**src/rtl/dp_controller.sv**
```systemverilog
// Instruction-sequencing FSM for the register-file/shifter/ALU datapath.
// Optional illegal-instruction trap state: define DP_CTRL_ILLEGAL_TRAP_EN.
`timescale 1ns/1ps

module dp_controller #(
  parameter int DATA_W = 16,
  parameter int REG_AW = 3
) (
  input  logic              clk,
  input  logic              reset_n,
  input  logic              s,
  input  logic [15:0]       in,
  output logic              w,
  output logic              err,
  output logic [REG_AW-1:0] readnum,
  output logic [REG_AW-1:0] writenum,
  output logic              write,
  output logic [1:0]        vsel,
  output logic              loada,
  output logic              loadb,
  output logic              asel,
  output logic              bsel,
  output logic              loadc,
  output logic              loads,
  output logic [1:0]        shift,
  output logic [1:0]        ALUop,
  output logic [DATA_W-1:0] sximm8,
  output logic [DATA_W-1:0] sximm5
);

  typedef enum logic [2:0] {
    S_WAIT,
    S_DECODE,
    S_WIMM,
    S_GETA,
    S_GETB,
    S_EXEC,
    S_WREG
`ifdef DP_CTRL_ILLEGAL_TRAP_EN
    ,
    S_ERR
`endif
  } state_t;

  localparam logic [2:0] OPC_MOV = 3'b110;
  localparam logic [2:0] OPC_ALU = 3'b101;
  localparam logic [1:0] OP_MOV_IMM = 2'b10;
  localparam logic [1:0] OP_MOV_REG = 2'b00;
  localparam logic [1:0] OP_CMP     = 2'b01;

  state_t      state;
  state_t      state_nxt;
  logic [15:0] ir;

  // Decoded instruction fields and classes
  logic [2:0] opc;
  logic [1:0] op;
  logic       is_mov_imm;
  logic       is_mov_reg;
  logic       is_alu;
  logic       is_cmp;

  assign opc        = ir[15:13];
  assign op         = ir[12:11];
  assign is_mov_imm = (opc == OPC_MOV) && (op == OP_MOV_IMM);
  assign is_mov_reg = (opc == OPC_MOV) && (op == OP_MOV_REG);
  assign is_alu     = (opc == OPC_ALU);
  assign is_cmp     = is_alu && (op == OP_CMP);

  // Datapath fields held stable from IR for the whole operation
  assign shift  = ir[4:3];
  assign ALUop  = is_mov_reg ? 2'b00 : op;
  assign sximm8 = {{(DATA_W-8){ir[7]}}, ir[7:0]};
  assign sximm5 = {{(DATA_W-5){ir[4]}}, ir[4:0]};
  assign bsel   = 1'b0;

  // NOTE: sequential state uses non-blocking assignments so every register
  // samples pre-edge values; the reset branch covers every register here.
  always_ff @(posedge clk or negedge reset_n) begin
    if (!reset_n) begin
      state <= S_WAIT;
      ir    <= '0;
    end else begin
      state <= state_nxt;
      if (state == S_WAIT && s) ir <= in;
    end
  end

  // NOTE: every output of this block gets a default first, so no path can
  // leave a value unassigned and infer a latch.
  always_comb begin
    state_nxt = state;
    w         = 1'b0;
    err       = 1'b0;
    readnum   = '0;
    writenum  = '0;
    write     = 1'b0;
    vsel      = 2'b00;
    loada     = 1'b0;
    loadb     = 1'b0;
    asel      = 1'b0;
    loadc     = 1'b0;
    loads     = 1'b0;

    unique case (state)
      S_WAIT: begin
        w = 1'b1;
        if (s) state_nxt = S_DECODE;
      end

      S_DECODE: begin
        if (is_mov_imm)      state_nxt = S_WIMM;
        else if (is_mov_reg) state_nxt = S_GETB;
        else if (is_alu)     state_nxt = S_GETA;
        else begin
`ifdef DP_CTRL_ILLEGAL_TRAP_EN
          state_nxt = S_ERR;
`else
          state_nxt = S_WAIT;
`endif
        end
      end

      S_WIMM: begin
        write     = 1'b1;
        writenum  = REG_AW'(ir[10:8]);
        vsel      = 2'b10;
        state_nxt = S_WAIT;
      end

      S_GETA: begin
        readnum   = REG_AW'(ir[10:8]);
        loada     = 1'b1;
        state_nxt = S_GETB;
      end

      S_GETB: begin
        readnum   = REG_AW'(ir[2:0]);
        loadb     = 1'b1;
        state_nxt = S_EXEC;
      end

      // Register MOV passes B through an ALU add with A forced to zero
      S_EXEC: begin
        asel = is_mov_reg;
        if (is_cmp) begin
          loads     = 1'b1;
          state_nxt = S_WAIT;
        end else begin
          loadc     = 1'b1;
          state_nxt = S_WREG;
        end
      end

      S_WREG: begin
        write     = 1'b1;
        writenum  = REG_AW'(ir[7:5]);
        state_nxt = S_WAIT;
      end

`ifdef DP_CTRL_ILLEGAL_TRAP_EN
      S_ERR: begin
        err = 1'b1;
      end
`endif

      default: state_nxt = S_WAIT;
    endcase
  end

endmodule

```
**config.mk**
```make
export PLATFORM = sky130hd
export DESIGN_NAME = dp_controller
export DESIGN_NICKNAME = d
export VERILOG_FILES = /design/src/rtl/dp_controller.sv
export SDC_FILE = /design/constraint.sdc
export NUM_CORES = 1
export LEC_CHECK = 0
export BUFFER_PORTS_ARGS = -buffer_cell sky130_fd_sc_hd__buf_2
export CORE_MARGIN = 5
export CORE_UTILIZATION = 39
export CTS_BUF_LIST = sky130_fd_sc_hd__clkbuf_8 sky130_fd_sc_hd__clkbuf_16
export DETAILED_ROUTE_END_ITERATION = 8
export PLACE_DENSITY = 0.79
export SLEW_MARGIN = 5
export SYNTH_ARGS = -nofsm -noshare
export SYNTH_HDL_FRONTEND = slang
export SYNTH_SLANG_ARGS = --single-unit
```
**constraint.sdc**
```tcl
create_clock -name clk -period 1.7 [get_ports clk]
set_clock_uncertainty 0.2 [all_clocks]
set_input_delay 0 -clock clk [delete_from_list [all_inputs] [get_ports clk]]
set_output_delay 0 -clock clk [all_outputs]
set_load 0.05 [all_outputs]
```
**Word-level counts from Yosys, hierarchy flattened**

Cells that the tools add are included.

- Register bits after elaboration: 19
- Input port bits: 19
- Output and inout bits: 53
- Logic and storage cells: 39

- Equality and inequality tests: 11
- Muxes and demuxes: 19
- Reduce and logical (&&, ||, !) cells: 7

Operators with widths:

| cell | count |
|---|---|
| 3-bit == test, second input constant | 5 |
| 3-bit case mux with 5 select lines | 1 |
| 3-bit two-way mux | 4 |
| 3-bit case mux with 2 select lines | 2 |
| 1-bit two-way mux | 9 |
| 3-bit by 2-bit == test with 1-bit output, second input constant | 2 |
| 2-bit two-way mux | 3 |
| 1-bit logical AND | 4 |
| 3-bit by 1-bit == test with 1-bit output, second input constant | 1 |
| 3-bit zero test | 1 |
| 2-bit by 1-bit == test with 1-bit output, second input constant | 1 |
| 2-bit == test, second input constant | 1 |
| 2-bit zero test | 1 |
| 2-bit != test, second input constant | 1 |
| 2-bit OR reduction | 1 |

**Depth between registers and ports, before layout**

Gate-level depths: netlist of run 1.

- Word-level depth: 5
- Mapped depth: 6
- Gate-level depth less buffers: 3

**Worst setup path after synthesis of run 1**

OpenSTA, ideal clock, no wires.

- Kind: reg2out
- Start point: register state[2]
- End point: output readnum[0]
- Data arrival time: 2.386 ns
- Data required time: 1.500 ns
- Setup slack: -0.886 ns
- Stages on the path, launching flop included: 5
- Buffers on the path: 1
- Cells stage by stage: dfrtp_1 > buf_2 > inv_1 > nor3_1 > a22o_1

- Cells in the longest elaborated chain, start to end: 2
- Elaborated cells on any way between the ends: 3
- Classes of those cells: eq/ne: 2; mux: 1

RTL lines:

| what | RTL line | source |
|---|---|---|
| from (decl) | 51 | `state_t state;` |
| from (signal assigned) | 84 | `state <= state_nxt;` |
| 3-bit == test or 3-bit by 2-bit == test with 1-bit output (tied branches) | 105 | `unique case (state)` |
| 3-bit case mux with 2 select lines (*) | 105 |  |
| to (decl) | 15 | `output logic [REG_AW-1:0] readnum,` |

Every way passes the cells marked *; elsewhere a longest branch is shown, timed or not.

**Final worst setup path of run 1**

- Start point: register state[0]
- End point: output readnum[0]

The elaborated chain is that of the path after synthesis.

==> results of run 1 <==
## cell families (layout without fill, tap and decap cells)
group / after synthesis / after routing / share of synthesized area (%)
buffers and inverters: 46 / 97 / 27.4
DFF: 19 / 19 / 37.5
muxes: 19 / 19 / 19.5
other: 1 / 3 / 0.296
and+or+nand+nor: 21 / 21 / 9.28
AOI/OAI and AO/OA: 10 / 10 / 5.92
## registers in the layout, indices dropped and copies added, names as in the netlist
register,cells
ir,16
state,3
## routing by layer
layer / GRT usage (%) / up-vias / routed length, um
met5: 0 / - / 0
met4: 6.08 / 0 / 34
met3: 2.36 / 2 / 212
met2: 20.1 / 42 / 1350
met1: 13.4 / 416 / 1100
li1: - / 459 / -
## cell usage in the layout (no fill, tap or decap), types with 2 or more instances in the layout
| master | synthesis | final |
|---|---|---|
| a22o_4 | 0 | 2 |
| a31oi_1 | 2 | 2 |
| buf_2 | 1 | 58 |
| buf_4 | 37 | 9 |
| buf_6 | 1 | 5 |
| clkbuf_8 | 0 | 3 |
| conb_1 | 1 | 3 |
| dfrtp_1 | 19 | 17 |
| dfrtp_2 | 0 | 2 |
| dlygate4sd3_1 | 0 | 18 |
| inv_1 | 3 | 3 |
| mux2_2 | 6 | 6 |
| mux2_4 | 10 | 10 |
| mux2i_1 | 3 | 3 |
| nor2_1 | 8 | 6 |
| nor2b_2 | 0 | 2 |
| nor3_4 | 0 | 2 |
## per-stage QoR
stage	worst slack, ns	cells	area (um2)
after floorplan	-0.362	118	1320
after CTS	-0.00259	213	1660
after detailed placement	0.0688	191	1410
after global routing	-0.0307	213	1700
final	0.0410	213	1700
after global placement	0.0974	191	1410
## what timing repair did
action	CTS	global route
resized for setup	9	14
hold endpoints to repair	36	0
pin swaps	0	2
setup endpoints to repair	8	10
hold buffers	18	0
## final timing paths
path	start	endpoint	slack, ns	cells past startpoint
max reg2reg	state[1]	ir[8]	0.06	3
min reg2reg	ir[13]	ir[13]	0.33	1
min in group clk	in[1]	ir[1]	0.30	3
min	reset_n	ir[11]	0.03	2
max	state[0]	readnum[0]	0.04	4
max in group asynchronous	reset_n	state[2]	0.95	2
## worst max-delay path, delay by kind of cell, from the launching register on
family,cells,cell delay (ns)
AO/OA/AOI/OAI,1,0.20
buffers and inverters,2,0.32
flip-flops,1,0.42
AND/OR/NAND/NOR,1,0.27
## area by class of cell
type,instances,area (um2)
Multi-Input combinational cell,53,514
Clock inverter,1,3.75
Tap cell,44,55.1
Inverter,3,11.3
Sequential cell,19,478
Timing Repair Buffer,90,594
Clock buffer,3,41.3
Fill cell,264,1380
==> impl_metrics.ini, run 1 <==
[worst_setup_path]
cp-start-kind = flip-flop
endpoint_kind = primary output
max_stage_delay_ns = 0.42
cpMaxStageDelayCell = dfrtp_1
worstSetupPathType = flip-flop to primary output
worstPathArrival_ns = 1.46
crit_path_cell_trace = buf_6 > nor3_4 > a22o_1 > buf_6
critical_path.max_fanout = 8
worst_ep_required_time_ns = 1.50
cp_common_cell = buf_6

[layout]
layout-drive-gt1-share_pct = 62.1
syn_to_final_growth_pct = 34.0
n_antenna_cell = 0
finalNetCount = 189
final_core_util_pct = 55.2

[yosys]
synthDistinctLibCells = 30
yosys_register_bits = 19
yosys-top-cells-count = 37 x buf_4, 19 x dfrtp_1, 10 x mux2_4
ys.flop_type = dfrtp_1
async_flop_share_pct = 100
synth_top_cell_by_area = dfrtp_1
synth_area_leaders = dfrtp_1 38%, buf_4 22%, mux2_4 12%, mux2_2 5.3%, mux2i_1 2.4%
avgSynthCellArea_um2 = 10.9
synthCells = 116
synth_top_area_share_pct = 37.5
yosysWarnings = 0
seq_area_frac_synth_pct = 37.5
synth_area_um2 = 1270
yosysMostFrequentCell = buf_4
synth_edf_count = 0

[detailed_routing]
wl_mm = 2.70
routedWlPerCell_um = 12.7
viasPerCell = 4.31
drt_iter0_markers = 14
ant_nets = 0
firstDrtPassIters = 4
drc = 0
route.vias.total = 919

[floorplan]
coreArea_um2 = 3080
fp.dieW_um = 67.0
die_h_um = 67.0
num_rows = 20
start_util_pct = 41.2
io-pin-count = 72
dieArea_um2 = 4490

[placement]
numPortBuffers = 68
dp_hpwl_mm = 1.95
gp_congestion = 0.917

[clocking]
cts_made_buffers = 3
clock_sinks = 19
clk_path_buf_depth = 2
post_cts_buffers = 0
h-tree-depth = 1
worstSkewPairLatency_ns = 0.25
cts_tree = done
clk_pin_slew_worst_paths_ns = 0.07
cts-root-buf = clkbuf_8

[job]
maxCapViolCount = 0

[timing]
hold_violations = 0
drv_slew = 0
min_period_over_period_pct = 97.6
rsz0062_at_grt = true
fmax_mhz = 603
finalCriticalPeriod_ns = 1.66
setup_tns_ns = 0
timing.hold.ws_ns = 0.0319
finalSetupViolCount = 0

[outcome]
outcome = finished, final reports clean

[global_routing]
antenna_found_initial = 0
grt_pass1_wl_mm = 3.80
grt_start_max_net_pins = 20
grt_pass1_vias = 823
grt_usage_pct = 11.7
grt_overflow = 0

[min_path]
min_path_type = input pin to asynchronous set/reset pin
Power of run 1 is not shown: default switching activity piles up to over one toggle a cycle in this logic, so the estimate is an artifact.
==> run 2, diff against run 1 <==
PLACE_DENSITY = not set   (was 0.79)
PLACE_DENSITY_LB_ADDON = 0.05   (was not set)
==> impl_metrics.ini, run 2 (same netlist as run 1, synthesis figures left out) <==
[layout]
layout_common_cells = 57 x buf_2, 18 x dlygate4sd3_1, 18 x dfrtp_1, 13 x mux2_4, 11 x buf_4
syn_to_final_growth_pct = 44.3
fin_area_um2 = 1830
largest_register_ffs = 16
n_antenna_cell = 0
finalNetCount = 197
final_common_cell = buf_2
nFillCells = 276
layout-drive-gt1-share_pct = 65.5
largest-register = ir
final-seq-area_um2 = 477
biggestRegsByFlops = ir x16, state x3
multi_input_area_um2 = 539

[global_routing]
grt_pass1_wl_mm = 4.10
antenna_found_initial = 0
grt_pass1_vias = 878
grt_usage_pct = 11.9
grt_start_max_net_pins = 20
grt_overflow = 0

[worst_setup_path]
crit_path_cell_trace = buf_6 > nor3_4 > a22o_1 > buf_6
max_stage_delay_ns = 0.42
r2r_cells = 5
critical_path.max_fanout = 8
worst_ep_required_time_ns = 1.50
r2r_setup_slack_ns = 0.04
cpMaxStageDelayCell = dfrtp_1
endpoint_kind = primary output
cp_common_cell = buf_6
worstPathArrival_ns = 1.47
worstSetupPathType = flip-flop to primary output
cp-start-kind = flip-flop
r2r-end = ir[9]
rr_startpoint = state[2]

[placement]
gp_congestion = 0.725
dp_hpwl_mm = 2.02
place_area_um2 = 1420
numPortBuffers = 68

[detailed_routing]
routedWlPerCell_um = 12.8
wl_mm = 2.83
ant_nets = 0
firstDrtPassIters = 4
drt_iter0_markers = 15
route.vias.total = 979
viasPerCell = 4.43
drc = 0

[floorplan]
io-pin-count = 72
start_util_pct = 41.2
dieArea_um2 = 4490
fp.dieW_um = 67.0
num_rows = 20
coreArea_um2 = 3080
die_h_um = 67.0

[outcome]
outcome = finished, final reports clean

[clocking]
worstSkewPairLatency_ns = 0.25
cts-root-buf = clkbuf_8
cts_made_buffers = 3
clk_path_buf_depth = 2
cts_tree = done
clk_pin_slew_worst_paths_ns = 0.07
clock_sinks = 19
h-tree-depth = 1

[timing]
hold_violations = 0
finalCriticalPeriod_ns = 1.67
fmax_mhz = 599
finalSetupViolCount = 0
rsz0062_at_grt = true
drv_slew = 0
setup_tns_ns = 0
min_period_over_period_pct = 98.1

[job]
maxCapViolCount = 0

[min_path]
min_path_type = input pin to asynchronous set/reset pin
[run 2: final cells by class]
type / count / share of cell area [%]
clock inverters: 1 / 0.205
well taps: 44 / 3.01
inverters: 3 / 0.616
repair buffers: 98 / 38.4
clock buffers: 3 / 2.26
multi-input cells: 53 / 29.5
flip-flops and latches: 19 / 26.1
[run 2: layer usage]
layer / share of wire [%] / track usage [%] / vias up
met1: 46 / 15.8 / 464
met4: 0.53 / 3.80 / 0
met3: 7.1 / 2.87 / 2
met5: 0 / 0 / -
li1: - / - / 473
met2: 47 / 18.8 / 40
[run 2: worst max-delay path by stage]
stage,depth (start not counted),start,end
5_1_grt,5,state[2],readnum[0]
3_5_place_dp,3,state[1],ir[11]
4_1_cts,4,state[2],ir[11]
2_1_floorplan,6,state[0],ir[0]
3_3_place_gp,3,state[1],ir[9]
6_report,4,state[0],readnum[0]
[run 2: worst max-delay path: cells and delay by family, from the launching register on]
family                 cells  cell delay [ns]
buffers and inverters      2             0.32
and+or+nand+nor            1             0.28
AOI/OAI and AO/OA          1             0.19
DFF                        1             0.42
[run 2: repair_timing]
action,4_1_cts,5_1_grt
endpoints found under the hold margin,36,0
resized for setup,14,19
pin swaps,1,4
hold buffers,18,0
cloned,0,1
setup endpoints to repair,10,28
buffers inserted,2,4
[run 2: through the flow]
step	util (%)	hold WS, ns	cells	setup slack (ns)
floorplan	-	-0.496	118	-0.362
global placement	46.1	-0.226	192	0.0756
detailed placement	46.1	-0.233	192	0.0440
CTS	55.3	0.0293	216	-0.0121
global route	59.4	0.0590	221	-0.0449
finish	59.4	0.00906	221	0.0317
Power of run 2 is left out for the same reason.
==> run 3, diff against run 2 <==
CORE_ASPECT_RATIO = 1.75   (was not set)
==> impl_metrics.ini, run 3 (same netlist as run 1, synthesis figures left out) <==
[outcome]
outcome = finished, final reports clean

[floorplan]
coreArea_um2 = 3140
io-pin-count = 72
die_h_um = 85.4
dieArea_um2 = 4540
fp.dieW_um = 53.1
start_util_pct = 40.3
num_rows = 27

[clocking]
clock_sinks = 19
clk_pin_slew_worst_paths_ns = 0.07
clk_path_buf_depth = 2
cts_tree = done
cts_made_buffers = 3
cts-root-buf = clkbuf_8
h-tree-depth = 1
worstSkewPairLatency_ns = 0.25

[layout]
largest_register_ffs = 16
finalNetCount = 194
n_antenna_cell = 0
syn_to_final_growth_pct = 38.2
fin_area_um2 = 1750
final_common_cell = buf_2
final_core_util_pct = 55.8
biggestRegsByFlops = ir x16, state x3
largest-register = ir
layout_common_cells = 58 x buf_2, 18 x dlygate4sd3_1, 17 x dfrtp_1, 13 x buf_4, 10 x mux2_4
layout-drive-gt1-share_pct = 63.2
nFillCells = 291

[timing]
timing.hold.ws_ns = 0.0241
finalCriticalPeriod_ns = 1.67
finalSetupViolCount = 0
drv_slew = 0
fmax_mhz = 598
rsz0062_at_grt = true
hold_violations = 0
fin_ws_ns = 0.0289
min_period_over_period_pct = 98.3

[global_routing]
grt_pass1_vias = 1020
grt_overflow = 0
antenna_found_initial = 0
grt_usage_pct = 12.5
grt_pass1_wl_mm = 4.42
grt_start_max_net_pins = 20

[placement]
gp_congestion = 0.742
numPortBuffers = 68
dp_hpwl_mm = 2.12
pre_cts_slack_ns = 0.0267
place_area_um2 = 1420

[worst_setup_path]
cpMaxStageDelayCell = dfrtp_2
rr_startpoint = state[1]
crit_family = buffers and inverters
endpoint_kind = primary output
worst_ep_required_time_ns = 1.50
r2r_setup_slack_ns = 0.11
crit_path_cell_trace = buf_6 > inv_1 > nor2_4 > a22o_4 > buf_4
r2r-end = ir[3]
max_stage_delay_ns = 0.43
worstSetupPathType = flip-flop to primary output
worstPathArrival_ns = 1.47
critical_path.max_fanout = 6
cp-start-kind = flip-flop
r2r_cells = 4
crit_buf_inv = 3

[detailed_routing]
routedWlPerCell_um = 13.2
ant_nets = 0
wl_mm = 2.86
drc = 0
firstDrtPassIters = 3
viasPerCell = 4.48
drt_iter0_markers = 21
route.vias.total = 973

[job]
maxCapViolCount = 0

[min_path]
min_path_type = input pin to asynchronous set/reset pin
run 3: cell types whose count changed in the layout (fill, tap and decap cells not counted), moves of 2 or more:
cell / before / now
buf_6: 9 / 4
mux2_2: 3 / 6
mux2_4: 13 / 10
buf_4: 11 / 13
run 3: timing repair:
action / CTS / global route
hold buffers: 18 / 0
setup endpoints to repair: 11 / 18
resized for setup: 12 / 8
pin swaps: 0 / 3
hold endpoints to repair: 36 / 0
buffers inserted: 0 / 4
run 3: worst max path at each step:
stage             start         end  slack [ns]  cells after the start
2_1_floorplan  state[0]       ir[0]       -0.36                      6
3_3_place_gp   state[2]       ir[8]        0.08                      3
3_5_place_dp   state[2]      ir[13]        0.03                      3
4_1_cts        state[1]  readnum[0]      -0.005                      4
5_1_grt        state[0]  readnum[0]       -0.03                      5
6_report       state[1]  readnum[1]        0.03                      5
run 3: stage by stage:
step,std cells,setup TNS [ns]
after floorplan,118,-5.35
after global placement,191,0
after detailed placement,191,0
after CTS,213,-0.00538
after global routing,217,-0.0750
final,217,0
run 3: cell type report:
type                    count  area, um2  share of cell area (%)
repair buffers             95        653                    37.3
multi-input cells          53        510                    29.1
flip-flops and latches     19        478                    27.3
well taps                  43       53.8                    3.07
clock buffers               3       41.3                    2.36
inverters                   3       11.3                   0.643
clock inverters             1       3.75                   0.214
run 3: routing by layer:
metal  part of all wire, %  track usage (%)  vias to the layer above
met5                     0                0                        -
met4                  0.49             3.49                        0
met3                   7.0             2.28                        2
met2                    56             24.2                       38
met1                    37             12.9                      468
li1                      -                -                      465
Power of run 3 is left out for the same reason.
